File: config.mk
export PLATFORM = sky130hd
export DESIGN_NAME = rv_ctrl_fsm
export DESIGN_NICKNAME = d
export VERILOG_FILES = /design/src/rtl/rv_ctrl_pkg.sv /design/src/rtl/rv_ctrl_opclass.sv /design/src/rtl/rv_ctrl_fsm.sv
export SDC_FILE = /design/constraint.sdc
export NUM_CORES = 1
export LEC_CHECK = 0
export ABC_AREA = 1
export BUFFER_PORTS_ARGS = -buffer_cell sky130_fd_sc_hd__buf_2
export CAP_MARGIN = 20
export CORE_ASPECT_RATIO = 0.9
export CORE_UTILIZATION = 48
export DETAILED_ROUTE_END_ITERATION = 7
export PLACE_DENSITY = 0.85
export SLEW_MARGIN = 30
export SYNTH_ARGS = -nofsm -noshare
export SYNTH_HDL_FRONTEND = slang
export SYNTH_HIERARCHICAL = 1
export SYNTH_SLANG_ARGS = --single-unit
export TNS_END_PERCENT = 100
File: constraint.sdc
create_clock -name clk -period 1.6 [get_ports clk]
set_input_delay 0.24 -clock clk [delete_from_list [all_inputs] [get_ports clk]]
set_output_delay 0.24 -clock clk [all_outputs]
set_load 0.02 [all_outputs]
File: src/rtl/rv_ctrl_pkg.sv
// -----------------------------------------------------------------------------
// rv_ctrl_pkg
// Shared definitions for the RV32I multi-cycle control unit:
//   - FSM state encodings (debug-visible on the state port)
//   - RV32I major opcode constants
//   - write-back and PC-source select encodings
//   - instruction-class enum produced by rv_ctrl_opclass
//   - ALU operand-select helpers keyed on instruction class
// -----------------------------------------------------------------------------
package rv_ctrl_pkg;

    typedef enum logic [2:0] {
        ST_FETCH  = 3'd0,
        ST_DECODE = 3'd1,
        ST_EXEC   = 3'd2,
        ST_MEM    = 3'd3,
        ST_WB     = 3'd4,
        ST_TRAP   = 3'd7
    } state_e;

    localparam logic [6:0] OPC_LOAD   = 7'b0000011;
    localparam logic [6:0] OPC_STORE  = 7'b0100011;
    localparam logic [6:0] OPC_OP     = 7'b0110011;
    localparam logic [6:0] OPC_OPIMM  = 7'b0010011;
    localparam logic [6:0] OPC_LUI    = 7'b0110111;
    localparam logic [6:0] OPC_AUIPC  = 7'b0010111;
    localparam logic [6:0] OPC_JAL    = 7'b1101111;
    localparam logic [6:0] OPC_JALR   = 7'b1100111;
    localparam logic [6:0] OPC_BRANCH = 7'b1100011;
    localparam logic [6:0] OPC_FENCE  = 7'b0001111;
    localparam logic [6:0] OPC_SYSTEM = 7'b1110011;

    typedef enum logic [1:0] {
        WB_ALU = 2'b00,
        WB_MEM = 2'b01,
        WB_PC4 = 2'b10,
        WB_IMM = 2'b11
    } wb_sel_e;

    typedef enum logic [1:0] {
        PC_PLUS4 = 2'b00,
        PC_IMM   = 2'b01,
        PC_JALR  = 2'b10
    } pc_sel_e;

    typedef enum logic [3:0] {
        CLS_ALU,
        CLS_IMM,
        CLS_LOAD,
        CLS_STORE,
        CLS_BRANCH,
        CLS_JAL,
        CLS_JALR,
        CLS_LUI,
        CLS_AUIPC,
        CLS_FENCE,
        CLS_SYSTEM,
        CLS_ILLEGAL
    } iclass_e;

    // ALU operand A takes the PC only for PC-relative target/result forms.
    function automatic logic cls_a_is_pc(input iclass_e c);
        return (c == CLS_JAL) || (c == CLS_AUIPC);
    endfunction

    // ALU operand B takes the immediate for every class that carries one
    // through the ALU (address generation, OP-IMM, PC-relative).
    function automatic logic cls_b_is_imm(input iclass_e c);
        return (c == CLS_IMM) || (c == CLS_LOAD) || (c == CLS_STORE) ||
               (c == CLS_JALR) || (c == CLS_JAL) || (c == CLS_AUIPC);
    endfunction

endpackage

File: src/rtl/rv_ctrl_opclass.sv
// -----------------------------------------------------------------------------
// rv_ctrl_opclass
// Purely combinational opcode classifier.
// Ports:
//   i_opcode [6:0]  major opcode from the instruction register
//   i_funct3 [2:0]  funct3 field, used only to split SYSTEM
//   o_class         instruction class (iclass_e)
//   o_halt          SYSTEM with funct3=000 (ECALL/EBREAK)
// -----------------------------------------------------------------------------
module rv_ctrl_opclass
    import rv_ctrl_pkg::*;
(
    input  logic [6:0] i_opcode,
    input  logic [2:0] i_funct3,
    output iclass_e    o_class,
    output logic       o_halt
);

    always_comb begin
        o_class = CLS_ILLEGAL;
        o_halt  = 1'b0;
        case (i_opcode)
            OPC_OP:     o_class = CLS_ALU;
            OPC_OPIMM:  o_class = CLS_IMM;
            OPC_LOAD:   o_class = CLS_LOAD;
            OPC_STORE:  o_class = CLS_STORE;
            OPC_BRANCH: o_class = CLS_BRANCH;
            OPC_JAL:    o_class = CLS_JAL;
            OPC_JALR:   o_class = CLS_JALR;
            OPC_LUI:    o_class = CLS_LUI;
            OPC_AUIPC:  o_class = CLS_AUIPC;
            OPC_FENCE:  o_class = CLS_FENCE;
            OPC_SYSTEM: begin
                o_class = CLS_SYSTEM;
                o_halt  = (i_funct3 == 3'b000);
            end
            default:    o_class = CLS_ILLEGAL;
        endcase
    end

endmodule

File: src/rtl/rv_ctrl_fsm.sv
// -----------------------------------------------------------------------------
// rv_ctrl_fsm
// Multi-cycle control unit for the RV32I core: FETCH -> DECODE -> EXEC ->
// [MEM] -> [WB] -> FETCH, one instruction in flight. TRAP is absorbing.
// Optional feature macro: RV_CTRL_TIMEOUT_EN (memory-request wait timeout).
// Ports:
//   clk, rst            clock, synchronous active-high reset
//   opcode, funct3      decoder fields (from the instruction register)
//   rd_valid            instruction writes rd
//   br_taken            branch comparator result, meaningful in EXEC
//   imem_req/imem_ack   instruction fetch handshake, ir_we loads the IR
//   dmem_req/dmem_we/dmem_ack  data memory handshake
//   alu_a_sel, alu_b_sel  ALU operand selects (0=rs1/rs2, 1=PC/imm)
//   rf_we, wb_sel       register write enable and write-back source
//   pc_we, pc_sel       PC update enable and next-PC source
//   illegal, halted     sticky trap causes
//   state               current FSM state (debug)
// -----------------------------------------------------------------------------
module rv_ctrl_fsm
    import rv_ctrl_pkg::*;
#(
    parameter int         TIMEOUT_CYCLES = 255,
    parameter logic [2:0] RESET_STATE    = 3'd0
) (
    input  logic       clk,
    input  logic       rst,
    input  logic [6:0] opcode,
    input  logic [2:0] funct3,
    input  logic       rd_valid,
    input  logic       br_taken,
    output logic       imem_req,
    input  logic       imem_ack,
    output logic       ir_we,
    output logic       dmem_req,
    output logic       dmem_we,
    input  logic       dmem_ack,
    output logic       alu_a_sel,
    output logic       alu_b_sel,
    output logic       rf_we,
    output logic [1:0] wb_sel,
    output logic       pc_we,
    output logic [1:0] pc_sel,
    output logic       illegal,
    output logic       halted,
    output logic [2:0] state
);

    // The wait counter is 8 bits wide, so the limit must fit in it.
    if ((TIMEOUT_CYCLES < 1) || (TIMEOUT_CYCLES > 255)) begin : g_bad_timeout
        $error("rv_ctrl_fsm: TIMEOUT_CYCLES must be in 1..255");
    end

    state_e  r_state;
    iclass_e r_class;
    logic    r_illegal;
    logic    r_halted;
    iclass_e w_class;
    logic    w_halt;

    rv_ctrl_opclass u_opclass (
        .i_opcode (opcode),
        .i_funct3 (funct3),
        .o_class  (w_class),
        .o_halt   (w_halt)
    );

`ifdef RV_CTRL_TIMEOUT_EN
    logic [7:0] r_wait_cnt;
    logic       w_req_wait;
    logic       w_tmo;

    assign w_req_wait = ((r_state == ST_FETCH) && !imem_ack) ||
                        ((r_state == ST_MEM)   && !dmem_ack);
    // Trips on the TIMEOUT_CYCLES-th consecutive request cycle without ack.
    assign w_tmo = w_req_wait && (r_wait_cnt == 8'(TIMEOUT_CYCLES - 1));

    // Every path into FETCH or MEM leaves a non-waiting cycle behind it,
    // so clearing whenever no wait is in progress clears on entry.
    always_ff @(posedge clk) begin
        if (rst || !w_req_wait) begin
            r_wait_cnt <= 8'd0;
        end else begin
            r_wait_cnt <= r_wait_cnt + 8'd1;
        end
    end
`endif

    always_ff @(posedge clk) begin
        if (rst) begin
            r_state   <= state_e'(RESET_STATE);
            r_class   <= CLS_ILLEGAL;
            r_illegal <= 1'b0;
            r_halted  <= 1'b0;
        end else begin
            case (r_state)
                ST_FETCH: begin
                    if (imem_ack) begin
                        r_state <= ST_DECODE;
`ifdef RV_CTRL_TIMEOUT_EN
                    end else if (w_tmo) begin
                        r_state   <= ST_TRAP;
                        r_illegal <= 1'b1;
`endif
                    end
                end
                ST_DECODE: begin
                    r_class <= w_class;
                    if (w_class == CLS_ILLEGAL) begin
                        r_state   <= ST_TRAP;
                        r_illegal <= 1'b1;
                    end else if (w_halt) begin
                        r_state  <= ST_TRAP;
                        r_halted <= 1'b1;
                    end else begin
                        r_state <= ST_EXEC;
                    end
                end
                ST_EXEC: begin
                    case (r_class)
                        CLS_BRANCH, CLS_FENCE, CLS_SYSTEM: r_state <= ST_FETCH;
                        CLS_LOAD, CLS_STORE:               r_state <= ST_MEM;
                        default:                           r_state <= ST_WB;
                    endcase
                end
                ST_MEM: begin
                    if (dmem_ack) begin
                        r_state <= (r_class == CLS_LOAD) ? ST_WB : ST_FETCH;
`ifdef RV_CTRL_TIMEOUT_EN
                    end else if (w_tmo) begin
                        r_state   <= ST_TRAP;
                        r_illegal <= 1'b1;
`endif
                    end
                end
                ST_WB:   r_state <= ST_FETCH;
                ST_TRAP: r_state <= ST_TRAP;
                default: r_state <= ST_TRAP;
            endcase
        end
    end

    // Strobes decode from the registered state; ir_we and the store-completion
    // pc_we must also follow the same-cycle ack, so this block stays
    // combinational rather than adding a cycle to every handshake.
    always_comb begin
        imem_req  = 1'b0;
        ir_we     = 1'b0;
        dmem_req  = 1'b0;
        dmem_we   = 1'b0;
        alu_a_sel = 1'b0;
        alu_b_sel = 1'b0;
        rf_we     = 1'b0;
        wb_sel    = WB_ALU;
        pc_we     = 1'b0;
        pc_sel    = PC_PLUS4;
        case (r_state)
            ST_FETCH: begin
                imem_req = 1'b1;
                ir_we    = imem_ack;
            end
            ST_EXEC: begin
                alu_a_sel = cls_a_is_pc(r_class);
                alu_b_sel = cls_b_is_imm(r_class);
                if (r_class == CLS_BRANCH) begin
                    pc_we  = 1'b1;
                    pc_sel = br_taken ? PC_IMM : PC_PLUS4;
                end else if ((r_class == CLS_FENCE) || (r_class == CLS_SYSTEM)) begin
                    pc_we = 1'b1;
                end
            end
            ST_MEM: begin
                alu_a_sel = cls_a_is_pc(r_class);
                alu_b_sel = cls_b_is_imm(r_class);
                dmem_req  = 1'b1;
                dmem_we   = (r_class == CLS_STORE);
                pc_we     = (r_class == CLS_STORE) && dmem_ack;
            end
            ST_WB: begin
                // Selects held so a combinational ALU result stays valid.
                alu_a_sel = cls_a_is_pc(r_class);
                alu_b_sel = cls_b_is_imm(r_class);
                rf_we     = rd_valid;
                pc_we     = 1'b1;
                case (r_class)
                    CLS_LOAD:          wb_sel = WB_MEM;
                    CLS_JAL, CLS_JALR: wb_sel = WB_PC4;
                    CLS_LUI:           wb_sel = WB_IMM;
                    default:           wb_sel = WB_ALU;
                endcase
                case (r_class)
                    CLS_JAL:  pc_sel = PC_IMM;
                    CLS_JALR: pc_sel = PC_JALR;
                    default:  pc_sel = PC_PLUS4;
                endcase
            end
            default: ;
        endcase
    end

    assign illegal = r_illegal;
    assign halted  = r_halted;
    assign state   = r_state;

endmodule

==> summary.md, run 1 <==
| Metric | Value |
|---|---|
| Max Slew Vio Count | `0` |
| Iteration count of the initial detailed-routing pass | `4` |
| Root buffer cell | `clkbuf_4` |
| Unrepaired setup endpoints after global routing | `true` |
| Hold Startpoint | `rst` |
| Worst Reg-to-Reg Cells | `7` |
| Initial drt markers | `18` |
| Hold WS | `between 0.15 and 0.2 ns` |
| I/O pin cnt | `33` |
| Gp weighted congestion | `0.851` |
| Worst hold path class | `in2reg` |
| #FFs+latches synth | `9` |
| Gr usage total | `between 20 and 25%` |
| Die footprint | `just under 2000 um2` |
| Power density over the cells | `between 1000 and 1500 nW/um2` |
| WL final | `between 2000 and 2500 um` |
| Clk_lat worst skew | `roughly 0.26 ns` |
| Area Overhead vs Synth | `35.2%` |
| DR WL met2 | `1050 um` |
| Area of the mapped netlist | `860 um2` |
| Slew margin rel. | `74.5%` |
| Clk pin slew, worst setup/hold paths | `0.06 ns` |
| CTS H-tree lvls | `1` |
| Vias per cell | `4.82` |
| Crit path DAT | `1.32 ns` |
| Placed wire-length estimate | `1610 um` |
| CP top delay family | `simple AND/OR/NAND/NOR gates` |
| Clock Skews | `0.00284 ns` |
| CP max FO | `7` |
| Port bufs | `32` |
| Longest Clk Path Bufs | `2` |
| Final worst slack | `0.0398 ns` |
| Placed Cells | `215` |
| TNS Setup | `0 ns` |
| Hold_buf cts | `0` |
| Final Hold Fails | `0` |
| Chip width | `46.6 um` |
| Largest net degree at the start of global routing | `9` |
| Vert. Die Dim | `around 42 um` |
| Core area | `1680 um2` |
| Crit share post-route | `97.5%` |
| Startpoint types | `flip-flop` |
| First-pass GRT wire length | `around 3200 um` |
| NumNets Final | `215` |
| Initial antenna violation count | `0` |
| Min cycle time layout | `1.56 ns` |
| Status | `complete, no violations` |
| MaxCap Viol Count | `0` |
| Top Metal Used | `met4` |
| GRT Residual Overflow | `0` |
| Fmax | `641 MHz` |
| # setup viols final | `0` |
| Maximum single-stage delay on the critical path | `0.36 ns` |
| Reg2reg setup slack | `between 0.2 and 0.3 ns` |
| Remaining DRCs | `0` |
| WP data required | `1.36 ns` |
| ANT nets after route | `0` |
| Footprint of the multi-input gates | `about 610 um2` |
| Vias in the first global route | `864` |
| Register area | `199 um2` |
| Gate count after technology mapping | `159` |
| Worst slack, placed | `0.0285 ns` |
| Num CTS Buffers | `3` |
| Buf/Inv on CP | `1` |
| CTS tree | `yes` |
| Maximum VDD drop | `0.000818 V` |
| Initial core utilization | `51.1%` |
| Synthesis warning total | `6` |
| Power Total | `between 1.5 and 2 mW` |
| Layout cells sized above 1 | `36.9%` |
| Critical path capture point type | `output pin` |
| Met3 Routed Length | `82 um` |
| Worst-path cell chain | `nor2_2 > nand2_2 > nand2_1 > o21a_1 > buf_2` |
| Critical path's slowest cell | `dfxtp_4` |
| P_leak | `0.648 nW` |
| Syn_nets | `175` |
| Metal-1 WL | `875 um` |
| CTS sink count | `9` |
| Actual slew at the worst max-slew pin | `0.379 ns` |
| Vias | `approximately 1100` |
| RR Endpoint | `state[0]` |
| Fillers | `167` |
| Non-Filler Instances | `222` |
| Row cnt | `14` |
| WS Path Type | `reg2out` |
| Synth cell types | `23` |
| Routed length per instance | `9.20 um` |
| Mean Syn Cell Area | `5.41 um2` |
| N_diodes | `0` |
| Hold Crit Endpoint | `state[0]` |
| Register area share after synthesis | `21.0%` |
| Hold path cells | `2` |
| RR Startpoint | `state[1]` |
[logic make-up (layout without fill, tap and decap cells)]
logic type	count (synthesis)	count (layout)	share of synthesized area (%)
DFF	9	9	21.0
buffers and inverters	27	66	12.7
AOI/OAI and AO/OA	14	14	9.61
and+or+nand+nor	109	109	56.8
[state kept, by name, summed over array words and instances (netlist names)]
signal   cells
halted       1
illegal      1
r_class      4
state        3
[final cells by class]
| type | count | share of cell area (%) |
|---|---|---|
| multi-input cells | 123 | 52.7 |
| flip-flops and latches | 9 | 17.1 |
| repair buffers | 36 | 16.9 |
| inverters | 26 | 8.40 |
| well taps | 24 | 2.58 |
| clock buffers | 4 | 2.26 |
[worst max path at each step]
stage / cells past startpoint / from / to / slack [ns]
6_report: 5 / state[1] / alu_b_sel / 0.04
5_1_grt: 7 / state[0] / pc_we / -0.01
4_1_cts: 6 / r_class[3] / pc_we / 0.0005
3_5_place_dp: 17 / opcode[2] / state[2] / 0.03
3_3_place_gp: 14 / opcode[1] / state[0] / 0.06
2_1_floorplan: 6 / state[0] / pc_we / -0.03
[routing by layer]
metal  track usage, %  vias up
met1             24.1      455
met2             39.7       34
met4             10.6        0
met5                0        -
met3             2.59        4
li1                 -      576
[cell usage in the layout (no fill, tap or decap), types with 2 or more instances in the layout]
| master | count |
|---|---|
| nand2_2 | 8 |
| nand4_1 | 2 |
| dfxtp_1 | 2 |
| nor2_1 | 22 |
| buf_4 | 4 |
| nor4_2 | 2 |
| a21oi_1 | 5 |
| inv_1 | 22 |
| clkbuf_4 | 3 |
| inv_2 | 4 |
| dfxtp_4 | 4 |
| dfxtp_2 | 3 |
| buf_2 | 31 |
| nand2_1 | 50 |
| nor2_2 | 8 |
| o21ai_0 | 2 |
| nand3_1 | 10 |
| o211ai_1 | 3 |
| nor2_4 | 4 |
[stage by stage]
step	instance area (um2)	utilization, %
2_1_floorplan	873	-
3_3_place_gp	1060	63.0
3_5_place_dp	1060	63.0
4_1_cts	1100	65.3
5_1_grt	1160	69.1
6_report	1160	69.1
[worst register-to-register path: cells and delay by family (launching register included)]
family | cells | cell delay (ns)
AOI/OAI and AO/OA | 2 | 0.38
buffers and inverters | 1 | 0.14
DFF | 1 | 0.36
and+or+nand+nor | 4 | 0.33
[synth_stat cells, drive strengths merged]
cell type / count / area share (%)
nand2: 58 / 27
o21a: 1 / 0.87
nand4: 2 / 1.5
inv: 26 / 11
nor3: 2 / 1.7
buf: 1 / 1.3
nor2: 34 / 18
a21oi: 5 / 2.9
nand3: 10 / 5.8
dfxtp: 9 / 21
o21ai: 3 / 1.7
o211ai: 3 / 2.6
nor4: 2 / 2.2
and2: 1 / 0.73
o22ai: 1 / 0.73
a31oi: 1 / 0.73
[what timing repair did]
item                                    CTS  global route
buffers inserted                          0             3
resized for setup                         5            18
pin swaps                                 0             2
endpoints found under the setup margin    4             6
[power by group]
group / switching, mW / internal, mW
Combinational: 0.596 / 0.349
Sequential: 0.127 / 0.335
Clock: 0.0750 / 0.0958
(Power assumes the default switching activity.)
==> inputs of run 2 (changes only) <==
Settings changed: CORE_MARGIN set to 8, CORE_UTILIZATION 48 to 47, PLACE_DENSITY 0.85 to 0.84, SYNTH_HIERARCHICAL 1 to unset.
==> run 2 against run 1 <==
The run now ends with negative setup slack left; power grew 33%; utilization is 4.6 points higher; maximum frequency down 6.8%; critical path depth grew 2; worst setup slack worse by 0.11 ns; sequential share of layout area shrank 1.5 points; first-iteration DRC count is 130% higher; critical endpoint unchanged.
==> summary.md, run 2 <==
| Metric | Value |
|---|---|
| RR Startpoint | `state[1]` |
| Synthesis warning total | `0 (-6)` |
| TNS Setup | `-0.201 ns (-0.201 ns)` |
| Switching power | `1.06 mW (+32%)` |
| CP max FO | `6 (-1)` |
| Vert. Die Dim | `55.6 um (+32%)` |
| Maximum single-stage delay on the critical path | `0.33 ns (-0.03 ns)` |
| Routed length per instance | `12.4 um (+34%)` |
| Register area | `191 um2 (-3.8%)` |
| Mean Syn Cell Area | `5.60 um2 (+3.7%)` |
| NumNets Final | `206 (-4.2%)` |
| Max Slew Vio Count | `0 (unchanged)` |
| WP data required | `1.36 ns (about the same)` |
| Top FF cell, synth | `dfxtp_1` |
| Vias | `1064 (-0.47%)` |
| Status | `finished with violations` |
| # setup viols final | `5 (+5)` |
| Area of the mapped netlist | `818 um2 (-4.8%)` |
| Async S/R FF share, synth | `0% (unchanged)` |
| Hold Crit Endpoint | `halted` |
| Buf/Inv on CP | `2 (+1)` |
| Placed Cells | `203 (-5.6%)` |
| Chip width | `60.0 um (+29%)` |
| Top reg by flops | `r_class` |
| WL final | `2630 um (+29%)` |
| Fmax | `597 MHz (-6.8%)` |
| Gate count after technology mapping | `146 (-8.2%)` |
| Failing checks | `negative setup slack` |
| Clock Skews | `0.00564 ns (+0.00280 ns)` |
| Startpoint types | `flip-flop` |
| MaxCap Viol Count | `0 (unchanged)` |
| Number of flip-flops in the largest register | `4 (unchanged)` |
| Maximum VDD drop | `0.00129 V (+57%)` |
| Power density over the cells | `1710 nW/um2 (+26%)` |
| Remaining DRCs | `0 (unchanged)` |
| Worst hold path class | `in2reg` |
| Initial drt markers | `41 (+23)` |
| WS Path Type | `reg2out` |
| Unrepaired setup endpoints after global routing | `true` |
| Crit path DAT | `1.43 ns (+0.11 ns)` |
| CTS H-tree lvls | `1 (unchanged)` |
| N_diodes | `0 (unchanged)` |
| Hold Startpoint | `rst` |
| Worst slack, placed | `0.121 ns (+0.0922 ns)` |
| Layout cells sized above 1 | `45.0% (+8.1 points)` |
| Crit share post-route | `105% (+7.1 points)` |
| Power Total | `2.10 mW (+33%)` |
| Clk_lat worst skew | `0.27 ns (about the same)` |
| Iteration count of the initial detailed-routing pass | `4 (unchanged)` |
| Combinational power share | `71.3% (+11 points)` |
| Longest Clk Path Bufs | `2 (unchanged)` |
| Final Hold Fails | `0 (unchanged)` |
| Area Overhead vs Synth | `49.8%` |
| Root buffer cell | `clkbuf_4` |
| Vias per cell | `5.00 (+3.7%)` |
| Footprint of the multi-input gates | `594 um2 (-3.1%)` |
| Most common library cells after synthesis | `nand2_1, inv_1, nor2_1, nand3_1, dfxtp_1` |
| Clock power frac | `8.6% (-2.2 points)` |
| Register area share after synthesis | `22.0% (+1.1 points)` |
| Initial antenna violation count | `0 (unchanged)` |
| Hold path cells | `2 (unchanged)` |
| Num CTS Buffers | `3 (unchanged)` |
| Worst-path cell chain | `or2_4 > nor2_4 > inv_4 > nand2_4 > o2111ai_1 > nand2_1 > buf_6` |
| Most common cell in the netlist | `nand2_1` |
| Slew margin rel. | `79.2% (+4.7 points)` |
| Port bufs | `32 (unchanged)` |
| Int Power | `1.04 mW (+34%)` |
| P_leak | `0.683 nW (+5.4%)` |
| CTS tree | `yes` |
| Reg2reg setup slack | `0.17 ns (-0.11 ns)` |
| Initial core utilization | `49.2% (-1.9 points)` |
| Gp weighted congestion | `0.908 (+6.7%)` |
| Actual slew at the worst max-slew pin | `0.311 ns (-0.0680 ns)` |
| I/O pin cnt | `33 (unchanged)` |
| Row cnt | `14 (unchanged)` |
| Seq pwr share | `20.1% (-9.1 points)` |
| Gr usage total | `14.6% (-7.5 points)` |
| Non-Filler Instances | `213 (-4.1%)` |
| Final worst slack | `-0.0738 ns (-0.114 ns)` |
| First-pass GRT wire length | `3920 um (+23%)` |
| Synth cell types | `24 (+4.3%)` |
| Worst Reg-to-Reg Cells | `10 (+3)` |
| Min cycle time layout | `1.67 ns (+0.114 ns)` |
| Synth area leaders | `dfxtp_1, nand2_1, inv_1` |
| Yosys top cell by area | `dfxtp_1` |
| Commonest non-fill, non-tap cell in the layout | `nand2_1` |
| Top cell type's share of synthesized area | `22.0% (-0.69 points)` |
| Most frequent cells in the layout | `nand2_1, buf_2, nor2_1, inv_1, buf_4` |
| Syn_nets | `162 (-7.4%)` |
| GRT Residual Overflow | `0 (unchanged)` |
| Clk pin slew, worst setup/hold paths | `0.07 ns (about the same)` |
| Sw frac | `50.4% (-0.22 points)` |
| ANT nets after route | `0 (unchanged)` |
| Fillers | `117 (-30%)` |
| Largest net degree at the start of global routing | `9 (unchanged)` |
| #FFs+latches synth | `9 (unchanged)` |
| Critical path capture point type | `output pin` |
| CTS sink count | `9 (unchanged)` |
| Placed wire-length estimate | `1830 um (+14%)` |
| Vias in the first global route | `957 (+11%)` |
| Critical path's slowest cell | `dfxtp_2` |
| RR Endpoint | `state[0]` |
| CP top delay family | `simple AND/OR/NAND/NOR gates` |
| Core area | `1660 um2 (-1.0%)` |
| Number of synthesized flops with an enable pin | `0 (unchanged)` |
| Die footprint | `3330 um2 (+70%)` |
==> run 2: cell count changes after synthesis, sizes merged, moves of 2 or more <==
cell / change
nor3: +3
inv: +2
a21oi: +3
nand2: -11
nor2: -10
o211ai: -3
==> run 2: layout make-up <==
type / instances / area share [%]
Multi-Input combinational cell: 108 / 48.5
Timing Repair Buffer: 40 / 22.4
Sequential cell: 9 / 15.6
Inverter: 28 / 8.78
Tap cell: 24 / 2.45
Clock buffer: 3 / 1.84
Clock inverter: 1 / 0.408
==> run 2: worst max path at each step <==
stage | cells after the start | slack [ns] | start | to
after CTS | 5 | -0.05 | state[1] | pc_we
after global placement | 7 | 0.15 | state[0] | alu_b_sel
after detailed placement | 7 | 0.12 | state[0] | alu_b_sel
final | 7 | -0.07 | state[1] | alu_b_sel
after global routing | 7 | -0.14 | state[1] | alu_b_sel
after floorplan | 3 | -0.12 | state[0] | pc_we
==> run 2: layer usage <==
layer	vias to the layer above	global-route usage [%]	part of all wire, %
met5	-	0	0
met4	0	4.76	1.3
met3	4	4.16	7.2
met2	53	24.6	51
met1	462	16.7	41
li1	545	-	-
==> run 2: cells by family (layout without fill, tap and decap cells) <==
family	Yosys count	after routing	share of synthesized area, %
AO/OA/AOI/OAI	15	15	10.4
buffers and inverters	29	72	13.8
flip-flops	9	9	22.0
AND/OR/NAND/NOR	93	93	53.8
==> run 2: repair_timing <==
action                     in CTS  in global routing
hold buffers                    0                  0
setup endpoints to repair       8                  9
pin swaps                       2                  4
gates resized for setup        13                 34
setup buffers                   3                  3
==> run 2: through the flow <==
step | hold slack (ns) | instance area [um2] | utilization, %
global placement | 0.434 | 1030 | 61.8
floorplan | 0.474 | 831 | -
global route | 0.254 | 1230 | 73.7
finish | 0.239 | 1230 | 73.7
CTS | 0.232 | 1120 | 67.2
detailed placement | 0.448 | 1030 | 61.8
==> run 2: power by group through the flow <==
| stage | registers [mW] | clock network, mW | logic [mW] |
|---|---|---|---|
| after global routing | 0.428 | 0.191 | 1.60 |
| after detailed placement | 0.383 | 0 | 1.05 |
| after global placement | 0.378 | 0 | 1.03 |
| after CTS | 0.382 | 0.183 | 1.21 |
| final | 0.421 | 0.180 | 1.49 |
| after floorplan | 0.465 | 0 | 0.682 |
==> inputs of run 3 (changes only) <==
==> constraint.sdc (replaced) <==
create_clock -name clk -period 1.6 [get_ports clk]
set_input_delay 0.24 -clock clk [delete_from_list [all_inputs] [get_ports clk]]
set_output_delay 0.24 -clock clk [all_outputs]
set_load 0.1 [all_outputs]
==> run 3 against run 2 <==
The run now fails in global routing (5_1_grt); synthesized area unchanged; synthesized cell count unchanged.
==> summary.md, run 3 <==
| Metric | Value |
|---|---|
| Top FF cell, synth | `dfxtp_1` |
| CTS H-tree lvls | `1 (unchanged)` |
| Placed wire-length estimate | `2390 um (+31%)` |
| Synthesis warning total | `0 (unchanged)` |
| Mux contribution to synthesized area | `0% (unchanged)` |
| GR repair worst EP | `alu_b_sel` |
| Mean Syn Cell Area | `5.60 um2 (unchanged)` |
| Synth cell types | `24 (unchanged)` |
| Initial core utilization | `49.2% (unchanged)` |
| Post-Synth XOR/XNOR Area | `0% (unchanged)` |
| Syn_nets | `162 (unchanged)` |
| Vert. Die Dim | `55.6 um (unchanged)` |
| Most common library cells after synthesis | `nand2_1, inv_1, nor2_1, nand3_1, dfxtp_1` |
| Largest family of logic cells by synthesized area | `simple AND/OR/NAND/NOR gates` |
| Register area share after synthesis | `22.0% (unchanged)` |
| Largest net degree at the start of global routing | `9` |
| Initial antenna violation count | `0` |
| Synth area leaders | `dfxtp_1, nand2_1, inv_1` |
| Root buffer cell | `clkbuf_4` |
| Num CTS Buffers | `3 (unchanged)` |
| CTS sink count | `9 (unchanged)` |
| Gate count after technology mapping | `146 (unchanged)` |
| Err | `[ERROR DPL-0033] detailed placement checks failed during check placement.` |
| #FFs+latches synth | `9 (unchanged)` |
| Hold_buf cts | `0 (unchanged)` |
| Longest Clk Path Bufs | `2 (unchanged)` |
| Top cell type's share of synthesized area | `22.0% (unchanged)` |
| Chip width | `60.0 um (unchanged)` |
| Post-synthesis compound-gate area fraction | `10.4% (unchanged)` |
| Simple-Gate Fraction of Synth Area | `53.8% (unchanged)` |
| Row cnt | `14 (unchanged)` |
| Area of the mapped netlist | `818 um2 (unchanged)` |
| Yosys top cell by area | `dfxtp_1` |
| Gp weighted congestion | `0.885 (-2.5%)` |
| Status | `aborted with a tool error` |
| Port bufs | `32 (unchanged)` |
| Halt Stage | `global routing (5_1_grt)` |
| Post-synthesis adder-cell area fraction | `0% (unchanged)` |
| I/O pin cnt | `33 (unchanged)` |
| Number of synthesized flops with an enable pin | `0 (unchanged)` |
| Worst slack, placed | `-0.0276 ns (-0.148 ns)` |
| Async S/R FF share, synth | `0% (unchanged)` |
| Worst ep type | `primary output` |
| Most common cell in the netlist | `nand2_1` |
## run 3: through the flow
step	std cells	utilization (%)	setup TNS, ns	instance area (um2)	hold WS (ns)
after floorplan	146	-	-5.04	936	0.474
after global placement	211	82.6	0	1370	0.435
after detailed placement	211	82.6	-0.0276	1370	0.443
after CTS	221	90.8	-1.22	1510	0.233
## run 3: timing repair
action	in CTS
pin swaps	6
setup buffers	6
endpoints found under the setup margin	11
gates resized for setup	25
## run 3: cell families after synthesis
group,after synthesis
AND/OR/NAND/NOR,93
buffers and inverters,29
AO/OA/AOI/OAI,15
flip-flops,9
==> inputs of run 4 (changes only) <==
Settings changed: CORE_AREA set to 8 8 69 71, CORE_ASPECT_RATIO 0.9 to unset, CORE_MARGIN 8 to unset, CORE_UTILIZATION 47 to unset, DIE_AREA set to 0 0 77 79, PLACE_DENSITY 0.84 to unset, PLACE_DENSITY_LB_ADDON set to 0.15.
==> run 4 against run 3 <==
The flow now finishes, with violations (negative setup slack).
==> summary.md, run 4 (same netlist as run 2, synthesis figures left out) <==
| Metric | Value |
|---|---|
| Status | `finished with violations` |
| Failing checks | `negative setup slack` |
| Area Overhead vs Synth | `104%` |
| N_diodes | `0` |
| CTS tree | `yes` |
| First-pass GRT wire length | `4490 um` |
| RR Endpoint | `state[0]` |
| Placed Cells | `237 (+12%)` |
| Core area | `between 3000 and 4000 um2` |
| Row cnt | `23 (+9)` |
| Gr usage total | `8.81%` |
| WP data required | `1.36 ns` |
| Final Hold Fails | `0` |
| Layout cells sized above 1 | `53.7%` |
| Initial antenna violation count | `0` |
| Chip width | `77 um (+28%)` |
| Vias | `around 1100` |
| Actual slew at the worst max-slew pin | `about 0.49 ns` |
| Gp weighted congestion | `0.801 (-9.5%)` |
| Worst-path cell chain | `or2_4 > nor2_4 > inv_4 > buf_8 > o22ai_4 > buf_12` |
| Max Slew Vio Count | `0` |
| Power density over the cells | `just over 2000 nW/um2` |
| Placed wire-length estimate | `2220 um (-7.2%)` |
| Root buffer cell | `clkbuf_8` |
| Worst Reg-to-Reg Cells | `10` |
| Worst slack, placed | `0.0466 ns (+0.0742 ns)` |
| Worst hold path class | `in2reg` |
| NumNets Final | `approximately 220` |
| Number of flip-flops in the largest register | `4` |
| CP max FO | `4` |
| Critical path capture point type | `output pin` |
| Initial core utilization | `21.5% (-28 points)` |
| Port bufs | `32 (unchanged)` |
| CTS H-tree lvls | `1 (unchanged)` |
| GRT Residual Overflow | `0` |
| P_leak | `0.793 nW` |
| Unrepaired setup endpoints after global routing | `true` |
| CP endpoint | `pc_sel[0]` |
| Vias per cell | `4.37` |
| Initial drt markers | `34` |
| CTS sink count | `9 (unchanged)` |
| Vias in the first global route | `1085` |
| Vert. Die Dim | `79 um (+42%)` |
| Startpoint types | `flip-flop` |
| Largest net degree at the start of global routing | `9` |
| Power Total | `3.35 mW` |
| Top reg by flops | `r_class` |
| Clk_lat worst skew | `0.23 ns` |
| I/O pin cnt | `33 (unchanged)` |
| Remaining DRCs | `0` |
| Crit share post-route | `106%` |
| WL final | `between 2000 and 3000 um` |
| Clock Skews | `roughly 0.0021 ns` |
| Die footprint | `6080 um2` |
| Hold_buf cts | `0 (unchanged)` |
| Fmax | `~600 MHz` |
| CP startpoint | `state[1]` |
| Maximum VDD drop | `0.000871 V` |
| Design Area, Final | `1670 um2` |
| MaxCap Viol Count | `0` |
| Reg2reg setup slack | `0.19 ns` |
| Critical path's slowest cell | `dfxtp_4` |
| ANT nets after route | `0` |
| Iteration count of the initial detailed-routing pass | `4` |
| Routed length per instance | `11.4 um` |
| Fillers | `408` |
| Crit path DAT | `~1.5 ns` |
| WS Path Type | `reg2out` |
| Post-DP Area | `1410 um2 (+2.4%)` |
| Hold WS | `around 0.27 ns` |
| RR Startpoint | `state[1]` |
| Non-Filler Instances | `251` |
| Most frequent cells in the layout | `nand2_1, buf_2, inv_1, buf_4, nor2_1` |
| Maximum single-stage delay on the critical path | `0.34 ns` |
| Min cycle time layout | `1.69 ns` |
| Commonest non-fill, non-tap cell in the layout | `nand2_1` |
| Final worst slack | `-0.0942 ns` |
| Slew margin rel. | `67.6%` |
| Clk pin slew, worst setup/hold paths | `roughly 0.050 ns` |
| Longest Clk Path Bufs | `2 (unchanged)` |
| # setup viols final | `10` |
| Num CTS Buffers | `3 (unchanged)` |
-- run 4: how the worst min path moves through the flow --
stage          slack [ns]  startpoint      end  cells after the start
2_1_floorplan        0.47         rst   halted                      2
3_3_place_gp         0.44     illegal  illegal                      2
3_5_place_dp         0.45     illegal  illegal                      2
4_1_cts              0.27         rst  illegal                      2
5_1_grt              0.29         rst  illegal                      2
6_report             0.27         rst  illegal                      2
-- run 4: critical path, delay by kind of cell (launching register included) --
| kind | cells | cell delay (ns) |
|---|---|---|
| AOI/OAI and AO/OA | 1 | 0.11 |
| and+or+nand+nor | 2 | 0.37 |
| DFF | 1 | 0.34 |
| buffers and inverters | 3 | 0.39 |
-- run 4: area by class of cell --
type                       count  area (um2)  share of cell area [%]
tap                           50        62.6                    3.76
timing repair buffer          52         513                    30.8
multi-input combinational    108         709                    42.6
sequential                     9         204                    12.2
inverter                      28         131                    7.89
clock buffer                   4        45.0                    2.70
-- run 4: power breakdown --
| part | internal, mW | switching [mW] |
|---|---|---|
| clock network | 0.174 | 0.0908 |
| registers | 0.357 | 0.138 |
| logic | 0.911 | 1.68 |
-- run 4: through the flow --
stage	utilization (%)	TNS [ns]
after floorplan	-	-5.04
after global placement	37.0	0
after detailed placement	37.0	0
after CTS	41.1	-1.04
after global routing	43.8	-1.27
final	43.8	-0.660
-- run 4: routing by layer --
| layer | routed length [um] | GRT usage (%) | part of all wire [%] |
|---|---|---|---|
| met1 | 1230 | 9.87 | 43 |
| met5 | 0 | 0 | 0 |
| met2 | 1500 | 16.4 | 52 |
| met4 | 70 | 3.40 | 2.4 |
| met3 | 77 | 1.35 | 2.7 |
-- run 4: what timing repair did --
action / CTS / global route
setup buffers: 4 / 6
resized for setup: 24 / 21
pin swaps: 9 / 11
setup endpoints to repair: 10 / 11
